File: src/rtl/riscv_pkg.sv
// Shared RISC-V pipeline types and constants for the writeback stage.
// Holds the result-select encoding, the load funct3 codes and small
// sign-extension helpers used by the load extractor.
package riscv_pkg;

    typedef enum logic [1:0] {
        RES_ALU  = 2'b00,
        RES_LOAD = 2'b01,
        RES_PC4  = 2'b10
    } result_src_t;

    localparam logic [2:0] F3_LB  = 3'b000;
    localparam logic [2:0] F3_LH  = 3'b001;
    localparam logic [2:0] F3_LW  = 3'b010;
    localparam logic [2:0] F3_LBU = 3'b100;
    localparam logic [2:0] F3_LHU = 3'b101;

    function automatic logic [31:0] sext8(input logic [7:0] value);
        return {{24{value[7]}}, value};
    endfunction

    function automatic logic [31:0] sext16(input logic [15:0] value);
        return {{16{value[15]}}, value};
    endfunction

endpackage

File: src/rtl/load_ext.sv
// Combinational load-data extractor: picks the addressed byte/half/word
// out of the aligned memory word, sign- or zero-extends it, and flags
// loads whose address is not naturally aligned for their size.
module load_ext
    import riscv_pkg::*;
(
    input  logic [31:0] i_rdata,
    input  logic [1:0]  i_offset,
    input  logic [2:0]  i_funct3,
    input  logic        i_is_load,
    output logic [31:0] o_data,
    output logic        o_misaligned
);

    logic [7:0]  w_byte;
    logic [15:0] w_half;
    logic        w_halfLoad;
    logic        w_wordLoad;

    // Select the addressed byte and half-word lanes from the memory word
    always_comb begin
        w_byte = i_rdata[7:0];
        case (i_offset)
            2'd1:    w_byte = i_rdata[15:8];
            2'd2:    w_byte = i_rdata[23:16];
            2'd3:    w_byte = i_rdata[31:24];
            default: w_byte = i_rdata[7:0];
        endcase
        w_half = i_offset[1] ? i_rdata[31:16] : i_rdata[15:0];
    end

    // Extend the selected lane by load size; unlisted codes return the word
    always_comb begin
        o_data = i_rdata;
        case (i_funct3)
            F3_LB:   o_data = sext8(w_byte);
            F3_LH:   o_data = sext16(w_half);
            F3_LBU:  o_data = {24'd0, w_byte};
            F3_LHU:  o_data = {16'd0, w_half};
            default: o_data = i_rdata;
        endcase
    end

    assign w_halfLoad   = (i_funct3 == F3_LH) || (i_funct3 == F3_LHU);
    assign w_wordLoad   = (i_funct3 == F3_LW);
    assign o_misaligned = i_is_load &&
                          ((w_halfLoad && i_offset[0]) ||
                           (w_wordLoad && (i_offset != 2'b00)));

endmodule

File: src/rtl/wb_stage.sv
// Writeback pipeline stage: the W register, result selection and the
// register-file write port (also the forwarding source).
// Optional feature: define WB_INSTRET_EN to add the 64-bit instret counter.
module wb_stage
    import riscv_pkg::*;
(
    input  logic        clk,
    input  logic        rst_n,
    input  logic        m_valid,
    input  logic        m_reg_write,
    input  logic [4:0]  m_rd,
    input  logic [1:0]  m_result_src,
    input  logic [31:0] m_alu_result,
    input  logic [31:0] m_pc_plus4,
    input  logic [31:0] m_rdata,
    input  logic [2:0]  m_funct3,
    input  logic        stall_w,
    input  logic        flush_w,
    output logic        we3,
    output logic [4:0]  a3,
    output logic [31:0] wd3,
    output logic        w_valid,
    output logic        load_misalign
`ifdef WB_INSTRET_EN
    ,
    output logic [63:0] instret
`endif
);

    logic        r_valid;
    logic        r_regWrite;
    logic [4:0]  r_rd;
    logic [1:0]  r_resultSrc;
    logic [31:0] r_aluResult;
    logic [31:0] r_pcPlus4;
    logic [31:0] r_rdata;
    logic [2:0]  r_funct3;

    logic [31:0] w_loadData;
    logic        w_misaligned;
    logic        w_commit;

    // W register: capture on unstalled edges; flush kills validity even when stalled
    always_ff @(posedge clk or negedge rst_n) begin
        if (!rst_n) begin
            r_valid     <= 1'b0;
            r_regWrite  <= 1'b0;
            r_rd        <= 5'd0;
            r_resultSrc <= 2'd0;
            r_aluResult <= 32'd0;
            r_pcPlus4   <= 32'd0;
            r_rdata     <= 32'd0;
            r_funct3    <= 3'd0;
        end else begin
            if (!stall_w) begin
                r_regWrite  <= m_reg_write;
                r_rd        <= m_rd;
                r_resultSrc <= m_result_src;
                r_aluResult <= m_alu_result;
                r_pcPlus4   <= m_pc_plus4;
                r_rdata     <= m_rdata;
                r_funct3    <= m_funct3;
            end
            if (flush_w) begin
                r_valid <= 1'b0;
            end else if (!stall_w) begin
                r_valid <= m_valid;
            end
        end
    end

    load_ext u_load_ext (
        .i_rdata      (r_rdata),
        .i_offset     (r_aluResult[1:0]),
        .i_funct3     (r_funct3),
        .i_is_load    (r_resultSrc == RES_LOAD),
        .o_data       (w_loadData),
        .o_misaligned (w_misaligned)
    );

    // Result mux straight off the W register so forwarding sees it this cycle
    always_comb begin
        wd3 = r_aluResult;
        case (r_resultSrc)
            RES_LOAD: wd3 = w_loadData;
            RES_PC4:  wd3 = r_pcPlus4;
            default:  wd3 = r_aluResult;
        endcase
    end

    assign w_commit      = r_valid & ~stall_w;
    assign w_valid       = r_valid;
    assign a3            = r_rd;
    assign load_misalign = w_commit & w_misaligned;
    assign we3           = w_commit & r_regWrite & (r_rd != 5'd0) & ~w_misaligned;

`ifdef WB_INSTRET_EN
    logic [63:0] r_instret;

    // Count every instruction leaving W, including rd=0 and misaligned loads
    always_ff @(posedge clk or negedge rst_n) begin
        if (!rst_n) begin
            r_instret <= 64'd0;
        end else if (w_commit) begin
            r_instret <= r_instret + 64'd1;
        end
    end

    assign instret = r_instret;
`endif

endmodule

File: config.mk
export PLATFORM = sky130hd
export DESIGN_NAME = wb_stage
export DESIGN_NICKNAME = d
export VERILOG_FILES = /design/src/rtl/riscv_pkg.sv /design/src/rtl/load_ext.sv /design/src/rtl/wb_stage.sv
export SDC_FILE = /design/constraint.sdc
export NUM_CORES = 1
export LEC_CHECK = 0
export ABC_AREA = 1
export CORE_MARGIN = 2
export CORE_UTILIZATION = 45
export CTS_BUF_LIST = sky130_fd_sc_hd__clkbuf_2
export DETAILED_ROUTE_END_ITERATION = 16
export PLACE_DENSITY = 0.78
export SLEW_MARGIN = 20
export SYNTH_ARGS = -nofsm -noshare
export SYNTH_HDL_FRONTEND = slang
export SYNTH_SLANG_ARGS = --single-unit
export TNS_END_PERCENT = 30
File: constraint.sdc
create_clock -name clk -period 1.7 [get_ports clk]
set_input_delay 0.425 -clock clk [delete_from_list [all_inputs] [get_ports clk]]
set_output_delay 0.425 -clock clk [all_outputs]
set_load 0.1 [all_outputs]
==> impl_metrics.toml <==
[critical_path]
crit_path_max_fanout = 8
crit_arrival_ps = 2250
cp-start-kind = "flip-flop"
timing.reg2reg.setup_slack_ps = 610
reg2reg_from = "r_resultSrc[1]"
reg2reg_depth = 5
critPathRequiredTime_ps = 1270
path_class = "flip-flop to primary output"
critPathCaptureType = "primary output"
critPathCapture = "wd3[9]"
rr_endpoint = "r_resultSrc[1]"
cp-startpoint = "r_funct3[1]"

[layout]
final_util_pct = 73.7
final_cells = 1073
drive_gt1_share_pct = 22.2
diodes = 0
fin_area_um2 = 8520
num-nets-final = 1039
synthToLayoutAreaGrowth_pct = 57.9

[floorplanning]
die_x_um = 113
ios = 152
die_h_um = 113
die-area_um2 = 12900
rows = 39
core_um2 = 11600
initial_core_util_pct = 46.6

[cts]
clk_latency_ps = 590
cts_max_level = 3
path_clk_slew_ps = 280
clk_path_buf_depth = 2
cts_tree = "yes"
root_buffer = "clkbuf_2"
clock-sinks = 108
cts_buffers = 9

[timing]
finalCritPeriodShare_pct = 157
tns_ps = -31490
skew_ps = 0
fin_ws_ps = -974
setup_violations = 36
fmax_mhz = 374
drv_slew = 0
period_needed_ps = 2670
slew_headroom_pct = 69.7
worst_pin_slew_ps = 454
rsz0062_at_grt = "true"
hold_violations = 0

[placement]
routabilityCongestion = 0.964
post_dp_cell_area_um2 = 8130
dp_hpwl_um = 13300
portBuffers = 151
dp_cells = 1047

[route]
drt-total-wl_um = 18100
dr.first_iter.drc_count = 352
drt-wirelength-per-cell_um = 16.9
viasPerCell = 5.28
via_count = 5664
firstDrtPassIters = 5
ant_nets = 0
drc = 0

[yosys]
syn_inst = 744
yosys.cell_count.top_type = "nand2_1"
syn-cell-area_um2 = 5390
synth_top_area_share_pct = 50.1
synth_area_leader_cell = "dfrtp_1"
avgSynthCellArea_um2 = 7.25
synth-warning-count = 0
synth_edf_count = 0
synth_nets = 858
synth_area_leaders = "dfrtp_1 50%, nand2_1 25%, a21oi_1 6.0%"
ys_ff_latch = 108
post_synth_num_cell_types = 25
synth_ff_type = "dfrtp_1"
yosys-top-cells-count = "360 x nand2_1, 108 x dfrtp_1, 70 x nor2_1"
ys_seq_area_share_pct = 50.1
async_flop_share_pct = 100

[power_and_ir_drop]
comb_power_share_pct = 51.9
power_switching_share_pct = 44.0
p_seq_share_pct = 34.4
clockPowerShare_pct = 13.8
p_int_mw = 4.83
leakage_nw = 4.04
peakVddDrop_mv = 0.777
powerDensity_nw_per_um2 = 1010
p_sw_mw = 3.80

[grt]
gr-usage-all-layers_pct = 29.2
grt_pass1_vias = 5969
grt_overflow_total = 0
antenna_found_initial = 0
grt_max_degree = 91
grt_pass1_wl_um = 29200

[status]
violations = "setup timing"
status = "finished, violations left"

[min_path]
min_path_type = "input pin to async pin"

[job]
drv_cap = 0
## layout by cell type (no fill, tap or decap), types with 2 or more instances in the layout
cell	count
nand2_1	352
clkdlybuf4s50_1	109
dfrtp_1	103
nor2_1	54
buf_4	49
buf_12	48
a21oi_1	37
a21oi_4	32
o21ai_0	30
inv_1	14
nor2_2	12
clkbuf_2	11
nand3_1	9
nand2_2	8
a21oi_2	6
inv_2	5
nor2_4	5
o21ai_1	5
dfrtp_2	5
buf_6	5
o211ai_1	3
nor3_1	3
nand3_2	2
inv_4	2
o21ai_2	2
a22oi_2	2
ha_4	2
clkinv_1	2
clkinvlp_4	2
## final cells by class
class / instances / area [µm²]
repair buffers: 214 / 2520
clock buffers: 11 / 55.1
well taps: 143 / 179
fillers: 904 / 3050
flip-flops and latches: 108 / 2710
clock inverters: 5 / 52.6
multi-input cells: 570 / 2920
inverters: 22 / 88.8
## how the worst min path moves through the flow
| stage | end | cells past startpoint |
|---|---|---|
| 2_1_floorplan | a3[0] | 0 |
| 3_3_place_gp | r_rdata[28] | 1 |
| 3_5_place_dp | r_rdata[22] | 1 |
| 4_1_cts | r_rdata[19] | 2 |
| 5_1_grt | r_rdata[19] | 2 |
| 6_report | r_rdata[19] | 2 |
## stage by stage
step / setup slack, ps / hold slack [ps] / total power, mW
after floorplan: -564 / 129 / 5.59
after global placement: -349 / 403 / 7.25
after CTS: -1010 / 214 / 8.64
after detailed placement: -419 / 404 / 7.30
after global routing: -1130 / 195 / 9.01
final: -974 / 241 / 8.62
## cells by family (layout without fill, tap and decap cells)
family	Yosys count	after routing	synth area share [%]
AO/OA/AOI/OAI	119	119	12.0
adder cells (fa/ha/maj)	2	2	0.464
buffers and inverters	66	252	5.01
AND/OR/NAND/NOR	449	449	32.4
flip-flops	108	108	50.1
## timing repair
item / CTS / global route
hold buffers: 1 / 0
pin swaps: 9 / 9
gates cloned: 1 / 0
buffers inserted: 3 / 5
setup endpoints to repair: 40 / 40
resized for setup: 48 / 14
hold endpoints to repair: 30 / 0
## power by group through the flow
stage / clock (mW) / combinational, mW / sequential (mW)
after global routing: 1.33 / 4.69 / 2.99
after floorplan: 0 / 2.56 / 3.03
after global placement: 0 / 4.26 / 2.99
after detailed placement: 0 / 4.31 / 3.00
after CTS: 1.23 / 4.45 / 2.96
final: 1.19 / 4.47 / 2.96
## state kept, by name (all words and copies together) (netlist names)
| register | flops |
|---|---|
| r_pcPlus4 | 32 |
| r_resultSrc | 2 |
| r_aluResult | 32 |
| r_funct3 | 3 |
| w_valid | 1 |
| r_regWrite | 1 |
| r_rdata | 32 |
| a3 | 5 |
## critical path, stage by stage, from the launching register on
cell	delay [ps]
dfrtp_1	510
inv_2	140
nand2_4	70
nor2_4	100
nand3_4	150
buf_4	180
nand2_1	60
nand2_1	80
a21oi_4	160
buf_12	190
## per-layer routing
metal  track usage [%]  vias up  share of wire (%)
li1                  -     2696                  -
met1              35.0     2711                 39
met2              50.4      217                 51
met3              7.65       40                7.1
met4              11.1        0                3.3
met5                 0        -                  0
(Power assumes the default switching activity.)
